--- config.mk ---
export PLATFORM = sky130hd
export DESIGN_NAME = snitch_sprite_mover_flat
export DESIGN_NICKNAME = d
export VERILOG_FILES = /design/src/rtl/quidditch_pkg.sv /design/src/rtl/snitch_sprite_mover_if.sv /design/src/rtl/sprite_axis_bounce.sv /design/src/rtl/snitch_sprite_mover.sv /design/src/flat_wrapper.sv
export SDC_FILE = /design/constraint.sdc
export NUM_CORES = 1
export LEC_CHECK = 0
export CAP_MARGIN = 25
export CORE_ASPECT_RATIO = 0.7
export CORE_MARGIN = 3
export CORE_UTILIZATION = 40
export CTS_BUF_LIST = sky130_fd_sc_hd__clkbuf_4
export DETAILED_ROUTE_END_ITERATION = 8
export HOLD_SLACK_MARGIN = 0.15
export SLEW_MARGIN = 20
export SYNTH_ARGS = -nofsm -noshare
export SYNTH_HDL_FRONTEND = slang
export SYNTH_SLANG_ARGS = --single-unit
--- constraint.sdc ---
create_clock -name vgaclk -period 3.03 [get_ports vgaclk]
set_clock_uncertainty 0.2 [all_clocks]
set_input_delay 0.303 -clock vgaclk [delete_from_list [all_inputs] [get_ports vgaclk]]
set_output_delay 0.303 -clock vgaclk [all_outputs]
set_load 0.005 [all_outputs]
--- src/rtl/quidditch_pkg.sv ---
// Shared screen constants, RGB332 colours and beam-coordinate types for the
// pixel-domain sprite stages.
package quidditch_pkg;

    localparam int SCREEN_W = 640;
    localparam int SCREEN_H = 480;

    localparam logic [7:0] RGB_BLACK  = 8'h00;
    localparam logic [7:0] RGB_YELLOW = 8'hFC;

    typedef logic [9:0] coord_x_t;
    typedef logic [8:0] coord_y_t;

endpackage

--- src/rtl/snitch_sprite_mover_if.sv ---
// Timing-generator inputs and sprite outputs of the snitch mover, bundled.
// Strobe semantics: pixelstb qualifies actv/ox/oy; anm is sampled only with pixelstb.
interface snitch_sprite_mover_if;

    logic                     pixelstb;
    logic                     actv;
    logic                     anm;
    quidditch_pkg::coord_x_t  ox;
    quidditch_pkg::coord_y_t  oy;
    logic                     freeze;
    quidditch_pkg::coord_x_t  spr_x;
    quidditch_pkg::coord_y_t  spr_y;
    logic                     pix_on;
    logic [7:0]               rgb;
    logic                     bounce;
    logic [7:0]               bounce_cnt;

    modport master (
        output pixelstb, actv, anm, ox, oy, freeze,
        input  spr_x, spr_y, pix_on, rgb, bounce, bounce_cnt
    );

    modport slave (
        input  pixelstb, actv, anm, ox, oy, freeze,
        output spr_x, spr_y, pix_on, rgb, bounce, bounce_cnt
    );

endinterface

--- src/rtl/sprite_axis_bounce.sv ---
// One axis of the bouncing sprite: position, direction, step and wall clamp.
// With SNITCH_JITTER_EN the step is re-latched as STEP + i_jit on each bounce.
module sprite_axis_bounce #(
    parameter int W     = 10,
    parameter int LIM   = 624,
    parameter int START = 312,
    parameter int STEP  = 2
) (
    input  logic         clk,
    input  logic         rst,
    input  logic         i_upd,
`ifdef SNITCH_JITTER_EN
    input  logic         i_jit,
`endif
    output logic [W-1:0] o_pos,
    output logic         o_hit
);

    localparam int WP = W + 1;

    logic [W-1:0] r_pos;
    logic         r_dir;      // 0 = towards LIM, 1 = towards 0
    logic [4:0]   w_step;
    logic [W:0]   w_sum;
    logic [W-1:0] w_pos_nxt;

`ifdef SNITCH_JITTER_EN
    logic [4:0] r_step;

    always_ff @(posedge clk or posedge rst) begin
        if (rst) begin
            r_step <= 5'(STEP);
        end else if (i_upd && o_hit) begin
            r_step <= 5'(STEP) + {4'd0, i_jit};
        end
    end

    assign w_step = r_step;
`else
    assign w_step = 5'(STEP);
`endif

    // One extra bit so position + step never wraps before the limit compare.
    assign w_sum = WP'(r_pos) + WP'(w_step);

    always_comb begin
        o_hit     = 1'b0;
        w_pos_nxt = r_pos;
        if (!r_dir) begin
            if (w_sum >= WP'(LIM)) begin
                o_hit     = 1'b1;
                w_pos_nxt = W'(LIM);
            end else begin
                w_pos_nxt = w_sum[W-1:0];
            end
        end else begin
            if (WP'(r_pos) <= WP'(w_step)) begin
                o_hit     = 1'b1;
                w_pos_nxt = '0;
            end else begin
                w_pos_nxt = r_pos - W'(w_step);
            end
        end
    end

    always_ff @(posedge clk or posedge rst) begin
        if (rst) begin
            r_pos <= W'(START);
            r_dir <= 1'b0;
        end else if (i_upd) begin
            r_pos <= w_pos_nxt;
            if (o_hit) begin
                r_dir <= ~r_dir;
            end
        end
    end

    assign o_pos = r_pos;

endmodule

--- src/rtl/snitch_sprite_mover.sv ---
// Bouncing snitch sprite: steps once per frame on anm and renders a rounded
// 16x16 ball per pixel. Optional step jitter via macro SNITCH_JITTER_EN.
module snitch_sprite_mover
    import quidditch_pkg::*;
#(
    parameter int         SPR_W   = 16,
    parameter int         SPR_H   = 16,
    parameter int         SCR_W   = SCREEN_W,
    parameter int         SCR_H   = SCREEN_H,
    parameter int         START_X = 312,
    parameter int         START_Y = 232,
    parameter int         VX      = 2,
    parameter int         VY      = 1,
    parameter logic [7:0] COLOR   = RGB_YELLOW
) (
    input  logic                  vgaclk,
    input  logic                  inputreset,
    snitch_sprite_mover_if.slave  bus
);

    logic       w_upd;
    logic       w_hit_x;
    logic       w_hit_y;
    coord_x_t   w_spr_x;
    coord_y_t   w_spr_y;
    logic       r_bounce;
    logic [7:0] r_bounce_cnt;

    // anm only changes on pixelstb, so this fires exactly once per frame.
    assign w_upd = bus.anm & bus.pixelstb & ~bus.freeze;

`ifdef SNITCH_JITTER_EN
    logic [7:0] r_lfsr;

    always_ff @(posedge vgaclk or posedge inputreset) begin
        if (inputreset) begin
            r_lfsr <= 8'hA5;
        end else if (w_upd) begin
            r_lfsr <= {r_lfsr[6:0], r_lfsr[7] ^ r_lfsr[5] ^ r_lfsr[4] ^ r_lfsr[3]};
        end
    end
`endif

    sprite_axis_bounce #(.W(10), .LIM(SCR_W - SPR_W), .START(START_X), .STEP(VX)) u_axis_x (
        .clk   (vgaclk),
        .rst   (inputreset),
        .i_upd (w_upd),
`ifdef SNITCH_JITTER_EN
        .i_jit (r_lfsr[0]),
`endif
        .o_pos (w_spr_x),
        .o_hit (w_hit_x)
    );

    sprite_axis_bounce #(.W(9), .LIM(SCR_H - SPR_H), .START(START_Y), .STEP(VY)) u_axis_y (
        .clk   (vgaclk),
        .rst   (inputreset),
        .i_upd (w_upd),
`ifdef SNITCH_JITTER_EN
        .i_jit (r_lfsr[1]),
`endif
        .o_pos (w_spr_y),
        .o_hit (w_hit_y)
    );

    // A corner bounce on both axes still counts as a single event.
    always_ff @(posedge vgaclk or posedge inputreset) begin
        if (inputreset) begin
            r_bounce     <= 1'b0;
            r_bounce_cnt <= 8'd0;
        end else begin
            r_bounce <= w_upd & (w_hit_x | w_hit_y);
            if (w_upd && (w_hit_x || w_hit_y)) begin
                r_bounce_cnt <= r_bounce_cnt + 8'd1;
            end
        end
    end

    coord_x_t w_dx;
    coord_y_t w_dy;
    logic     w_in_x;
    logic     w_in_y;
    logic     w_edge_x;
    logic     w_edge_y;
    logic     w_pix_nxt;
    logic     r_pix_on;
    logic [7:0] r_rgb;

    // Pixel test uses the pre-update position; the range checks guard the subtraction.
    assign w_dx      = bus.ox - w_spr_x;
    assign w_dy      = bus.oy - w_spr_y;
    assign w_in_x    = (bus.ox >= w_spr_x) && (w_dx < coord_x_t'(SPR_W));
    assign w_in_y    = (bus.oy >= w_spr_y) && (w_dy < coord_y_t'(SPR_H));
    assign w_edge_x  = (w_dx == '0) || (w_dx == coord_x_t'(SPR_W - 1));
    assign w_edge_y  = (w_dy == '0) || (w_dy == coord_y_t'(SPR_H - 1));
    assign w_pix_nxt = bus.actv & w_in_x & w_in_y & ~(w_edge_x & w_edge_y);

    always_ff @(posedge vgaclk or posedge inputreset) begin
        if (inputreset) begin
            r_pix_on <= 1'b0;
            r_rgb    <= RGB_BLACK;
        end else if (bus.pixelstb) begin
            r_pix_on <= w_pix_nxt;
            r_rgb    <= w_pix_nxt ? COLOR : RGB_BLACK;
        end
    end

    assign bus.spr_x      = w_spr_x;
    assign bus.spr_y      = w_spr_y;
    assign bus.pix_on     = r_pix_on;
    assign bus.rgb        = r_rgb;
    assign bus.bounce     = r_bounce;
    assign bus.bounce_cnt = r_bounce_cnt;

endmodule

--- src/flat_wrapper.sv ---
// flat-port wrapper written by rule: the top's interface ports become plain ports
module snitch_sprite_mover_flat import quidditch_pkg::*;
#(
    parameter int         SPR_W   = 16,
    parameter int         SPR_H   = 16,
    parameter int         SCR_W   = SCREEN_W,
    parameter int         SCR_H   = SCREEN_H,
    parameter int         START_X = 312,
    parameter int         START_Y = 232,
    parameter int         VX      = 2,
    parameter int         VY      = 1,
    parameter logic [7:0] COLOR   = RGB_YELLOW
)
  (vgaclk, inputreset, bus_pixelstb, bus_actv, bus_anm, bus_ox, bus_oy, bus_freeze, bus_spr_x, bus_spr_y, bus_pix_on, bus_rgb, bus_bounce, bus_bounce_cnt);
  snitch_sprite_mover_if bus_i ();
  input  logic vgaclk;
  input  logic inputreset;
  input wire logic [$bits(bus_i.pixelstb)-1:0] bus_pixelstb;
  input wire logic [$bits(bus_i.actv)-1:0] bus_actv;
  input wire logic [$bits(bus_i.anm)-1:0] bus_anm;
  input wire logic [$bits(bus_i.ox)-1:0] bus_ox;
  input wire logic [$bits(bus_i.oy)-1:0] bus_oy;
  input wire logic [$bits(bus_i.freeze)-1:0] bus_freeze;
  output wire logic [$bits(bus_i.spr_x)-1:0] bus_spr_x;
  output wire logic [$bits(bus_i.spr_y)-1:0] bus_spr_y;
  output wire logic [$bits(bus_i.pix_on)-1:0] bus_pix_on;
  output wire logic [$bits(bus_i.rgb)-1:0] bus_rgb;
  output wire logic [$bits(bus_i.bounce)-1:0] bus_bounce;
  output wire logic [$bits(bus_i.bounce_cnt)-1:0] bus_bounce_cnt;
  assign bus_i.pixelstb = bus_pixelstb;
  assign bus_i.actv = bus_actv;
  assign bus_i.anm = bus_anm;
  assign bus_i.ox = bus_ox;
  assign bus_i.oy = bus_oy;
  assign bus_i.freeze = bus_freeze;
  assign bus_spr_x = bus_i.spr_x;
  assign bus_spr_y = bus_i.spr_y;
  assign bus_pix_on = bus_i.pix_on;
  assign bus_rgb = bus_i.rgb;
  assign bus_bounce = bus_i.bounce;
  assign bus_bounce_cnt = bus_i.bounce_cnt;
  snitch_sprite_mover #(.SPR_W(SPR_W), .SPR_H(SPR_H), .SCR_W(SCR_W), .SCR_H(SCR_H), .START_X(START_X), .START_Y(START_Y), .VX(VX), .VY(VY), .COLOR(COLOR)) u_core (.vgaclk(vgaclk), .inputreset(inputreset), .bus(bus_i));
endmodule
==> impl_results.md <==
* Vias in the first global route at 2891
* First-pass GRT wire length at between 10000 and 15000 um
* Largest family of logic cells by synthesized area: compound AO/OA/AOI/OAI gates
* Post-route insts no fill at approximately 540
* Power, Total at 3140 uW
* Average wire per cell in the routed design at 15.6 um
* CP required at between 3000 and 4000 ps
* Die Span X at 113 um
* Leading cell type in the layout, fill and taps excluded: sky130_fd_sc_hd__clkdlybuf4s50_1
* Worst setup path end: u_core.bus.rgb[6]
* Result of the run: completed
* Leading cell types in the layout, fill and taps excluded: sky130_fd_sc_hd__clkdlybuf4s50_1 (58), sky130_fd_sc_hd__nor2_1 (38), sky130_fd_sc_hd__inv_1 (29), sky130_fd_sc_hd__a21oi_1 (29), sky130_fd_sc_hd__ha_1 (25)
* Initial cell density of the core at 0.425
* Kind of start point of the critical path: flip-flop
* Worst slew slack as a fraction of its limit at 0.605
* Max Fanout on Critical Path at 12
* Final core area utilization at 0.514
* Accumulated negative setup slack at 0 ps
* Fraction of layout cells with a size suffix above 1 at 0.119
* Max Cap Viol at 0
* Post-route minimum period at 2900 ps
* Pin count of the biggest net entering global routing at 31
* Post-synthesis compound-gate area fraction at 0.270
* Mean area per synthesized cell at between 8 and 9 um2
* Diode insertion count for antenna repair at 0
* Number of register bits inferred by synthesis at 30
* Fraction of the mapped netlist area in simple logic gates at 0.216
* Crit-path max cell delay at between 600 and 700 ps
* Final Net Count at 495
* Fraction of the mapped netlist area in adder cells at 0.110
* Ys async rst share at 1.00
* Number of sinks driven by the clock tree at 30
* Cell variety after synth at 77
* Instance area at placement at 0.00380 mm2
* CTS tree: yes
* Antenna violations before repair at 0
* First DRT Iteration DRCs at 253
* Post-Synthesis Cells at between 300 and 400
* FF-to-FF path depth at 8
* Final critical-path share of the clock period at 0.956
* Total Die Area at a little over 0.009 mm2
* Power density over cell area at approximately 810 mW/mm2
* VDD IR max at 508 uV
* Worst-case register-to-register setup slack at 130 ps
* Leakage power at between 0.0015 and 0.002 uW
* Vias per std cell at slightly below 6
* Post-route DRC at 0
* Hold bufs inserted after CTS at 0
* Data arrival time of the worst path at approximately 3000 ps
* Placeable core area at 0.00755 mm2
* Slowest cell on the critical path: sky130_fd_sc_hd__dfstp_2
* Capture instance of the worst register-to-register path: u_core.bus.rgb[6]
* Endpoint kind of the worst setup timing path: flip-flop
* Final HPWL DP at 6660 um
* Rows at 26
* Overall routing resource usage at 0.186
* Post-CTS Setup Inserts at 0
* Total detailed-routing wirelength at 8470 um
* Congestion Overflow GR at 0
* Top FF cell, synth: sky130_fd_sc_hd__dfrtp_1
* Final instance area at 0.00388 mm2
* Post-synthesis share of cell area spent on xor and xnor gates at 0.0464
* Length of the first detailed-routing pass in iterations at 5
* Post-cts repair resize count at 0
* Total CTS buffers at 5
* Clock transition time at the flip-flop clock pins of the worst setup and hold paths at 100 ps
* Detailed-route via count at 3166
* Final setup viols at 0
* Number of flops mapped to enable cells by yosys at 0
* Port Buf Inserts at 58
* Placed Instances at 534
* Netlist Area Pre-Place at 0.00321 mm2
* Fmax achieved at 345 MHz
* Reg-to-Reg Start: u_core.u_axis_x.o_pos[3]
* Crit path launch: u_core.u_axis_x.o_pos[3]
* Fin. Hold Viols at 0
* Skew-Pair Late Insertion Delay at 330 ps
* Number of stages on the worst setup path at 8
* Area growth from synthesis to layout at 20.9%
* Crit Path Category: reg -> reg
* Count of synthesis-stage warnings from yosys at 0
* Slew Viols, Final at 0
* Register area share after synthesis at 0.237
* Root Buffer Master: sky130_fd_sc_hd__clkbuf_4
* Worst-Margin Slew at 593 ps
* Die height at a little over 80 um
* Placer's final routability congestion estimate at 0.904
* Kind of cell adding the most delay to the critical path: compound AO/OA/AOI/OAI gates
* Proportion of synthesized area in mux cells at 0.0207
* Total buffers and inverters traversed by the critical path at 1
* Deepest level of the CTS H-tree at 2
* Unrepaired setup endpoints after global routing: false
* Tightest Hold Check Type: in -> async
* Chain of cells forming the critical path: inv_1, ha_1, o21ai_0, o311ai_0, mux2_2, a21o_1, a211o_1, o32ai_2
* Number of top-level design ports at 62
* Detail Route Antenna Nets at 0
* Buffer depth of the longest clock path at 2
==> state kept, by name, summed over array words and instances (netlist names) <==
| signal | cells |
|---|---|
| u_core.bus.bounce_cnt | 8 |
| u_core.u_axis_y.r_dir | 1 |
| u_core.u_axis_y.o_pos | 9 |
| u_core.u_axis_x.r_dir | 1 |
| u_core.bus.rgb | 1 |
| u_core.bus.bounce | 1 |
| u_core.u_axis_x.o_pos | 9 |
==> tightest hold or removal path, cell delays in order <==
cell and delay (ps):
sky130_fd_sc_hd__clkdlybuf4s50_1 400, sky130_fd_sc_hd__inv_1 50, sky130_fd_sc_hd__buf_4 360
==> worst min path at each step <==
stage,from,to,cells after the start
after floorplan,inputreset,u_core.bus.bounce,1
after global placement,u_core.bus.bounce_cnt[7],u_core.bus.bounce_cnt[7],1
after detailed placement,u_core.bus.bounce_cnt[7],u_core.bus.bounce_cnt[7],1
after CTS,inputreset,u_core.bus.bounce_cnt[6],3
after global routing,inputreset,u_core.bus.bounce_cnt[4],3
final,inputreset,u_core.u_axis_x.o_pos[7],3
==> stage by stage <==
stage / hold WS [ps] / setup WS [ps]
floorplan: 188 / 216
global placement: 256 / 50.5
detailed placement: 276 / 26.8
CTS: 159 / 162
global route: 165 / 59.7
finish: 151 / 134
==> final cells by class <==
type	count	area, um2
fillers	735	3670
clock buffers	5	37.5
multi-input cells	307	2140
clock inverters	3	40.0
flip-flops and latches	30	761
inverters	29	109
well taps	98	123
repair buffers	70	671
==> cell families after synthesis <==
family | count (synthesis)
AOI/OAI and AO/OA | 121
xor gates and xnor gates | 17
adders and majority gates | 27
buffers and inverters | 58
DFF | 30
muxes | 6
other | 2
and+or+nand+nor | 132
==> cell usage after synthesis, types with 3 or more instances <==
| master | instances | share of area |
|---|---|---|
| sky130_fd_sc_hd__a211oi_1 | 3 | 0.0070 |
| sky130_fd_sc_hd__a21o_1 | 5 | 0.012 |
| sky130_fd_sc_hd__a21oi_1 | 29 | 0.045 |
| sky130_fd_sc_hd__a221oi_1 | 3 | 0.0082 |
| sky130_fd_sc_hd__a22oi_1 | 5 | 0.012 |
| sky130_fd_sc_hd__a31oi_1 | 7 | 0.014 |
| sky130_fd_sc_hd__and3_1 | 5 | 0.0097 |
| sky130_fd_sc_hd__buf_2 | 5 | 0.0078 |
| sky130_fd_sc_hd__buf_4 | 12 | 0.028 |
| sky130_fd_sc_hd__buf_6 | 6 | 0.021 |
| sky130_fd_sc_hd__clkbuf_1 | 5 | 0.0058 |
| sky130_fd_sc_hd__dfrtp_1 | 22 | 0.17 |
| sky130_fd_sc_hd__dfstp_2 | 8 | 0.065 |
| sky130_fd_sc_hd__ha_1 | 25 | 0.097 |
| sky130_fd_sc_hd__inv_1 | 29 | 0.034 |
| sky130_fd_sc_hd__mux2i_1 | 4 | 0.012 |
| sky130_fd_sc_hd__nand2_1 | 24 | 0.028 |
| sky130_fd_sc_hd__nand3_1 | 10 | 0.016 |
| sky130_fd_sc_hd__nand4_1 | 6 | 0.012 |
| sky130_fd_sc_hd__nor2_1 | 38 | 0.044 |
| sky130_fd_sc_hd__nor3_1 | 23 | 0.036 |
| sky130_fd_sc_hd__o211ai_1 | 5 | 0.012 |
| sky130_fd_sc_hd__o21a_1 | 5 | 0.012 |
| sky130_fd_sc_hd__o21ai_0 | 21 | 0.033 |
| sky130_fd_sc_hd__o22ai_1 | 4 | 0.0078 |
| sky130_fd_sc_hd__o31ai_1 | 6 | 0.014 |
| sky130_fd_sc_hd__xnor2_1 | 6 | 0.016 |
| sky130_fd_sc_hd__xor2_1 | 11 | 0.030 |
==> routing by layer <==
| metal | up-vias | part of all wire | GRT usage |
|---|---|---|---|
| met1 | 1457 | 0.49 | 0.273 |
| li1 | 1536 | - | - |
| met2 | 156 | 0.42 | 0.283 |
| met5 | - | 0 | 0 |
| met4 | 0 | 0.015 | 0.0540 |
| met3 | 17 | 0.075 | 0.0298 |
==> power by group <==
part	internal (uW)	switching, uW	total, uW
Combinational	960	1080	2040
Sequential	551	224	775
Clock	171	149	320
No activity file was read; power rests on OpenSTA's default activity.
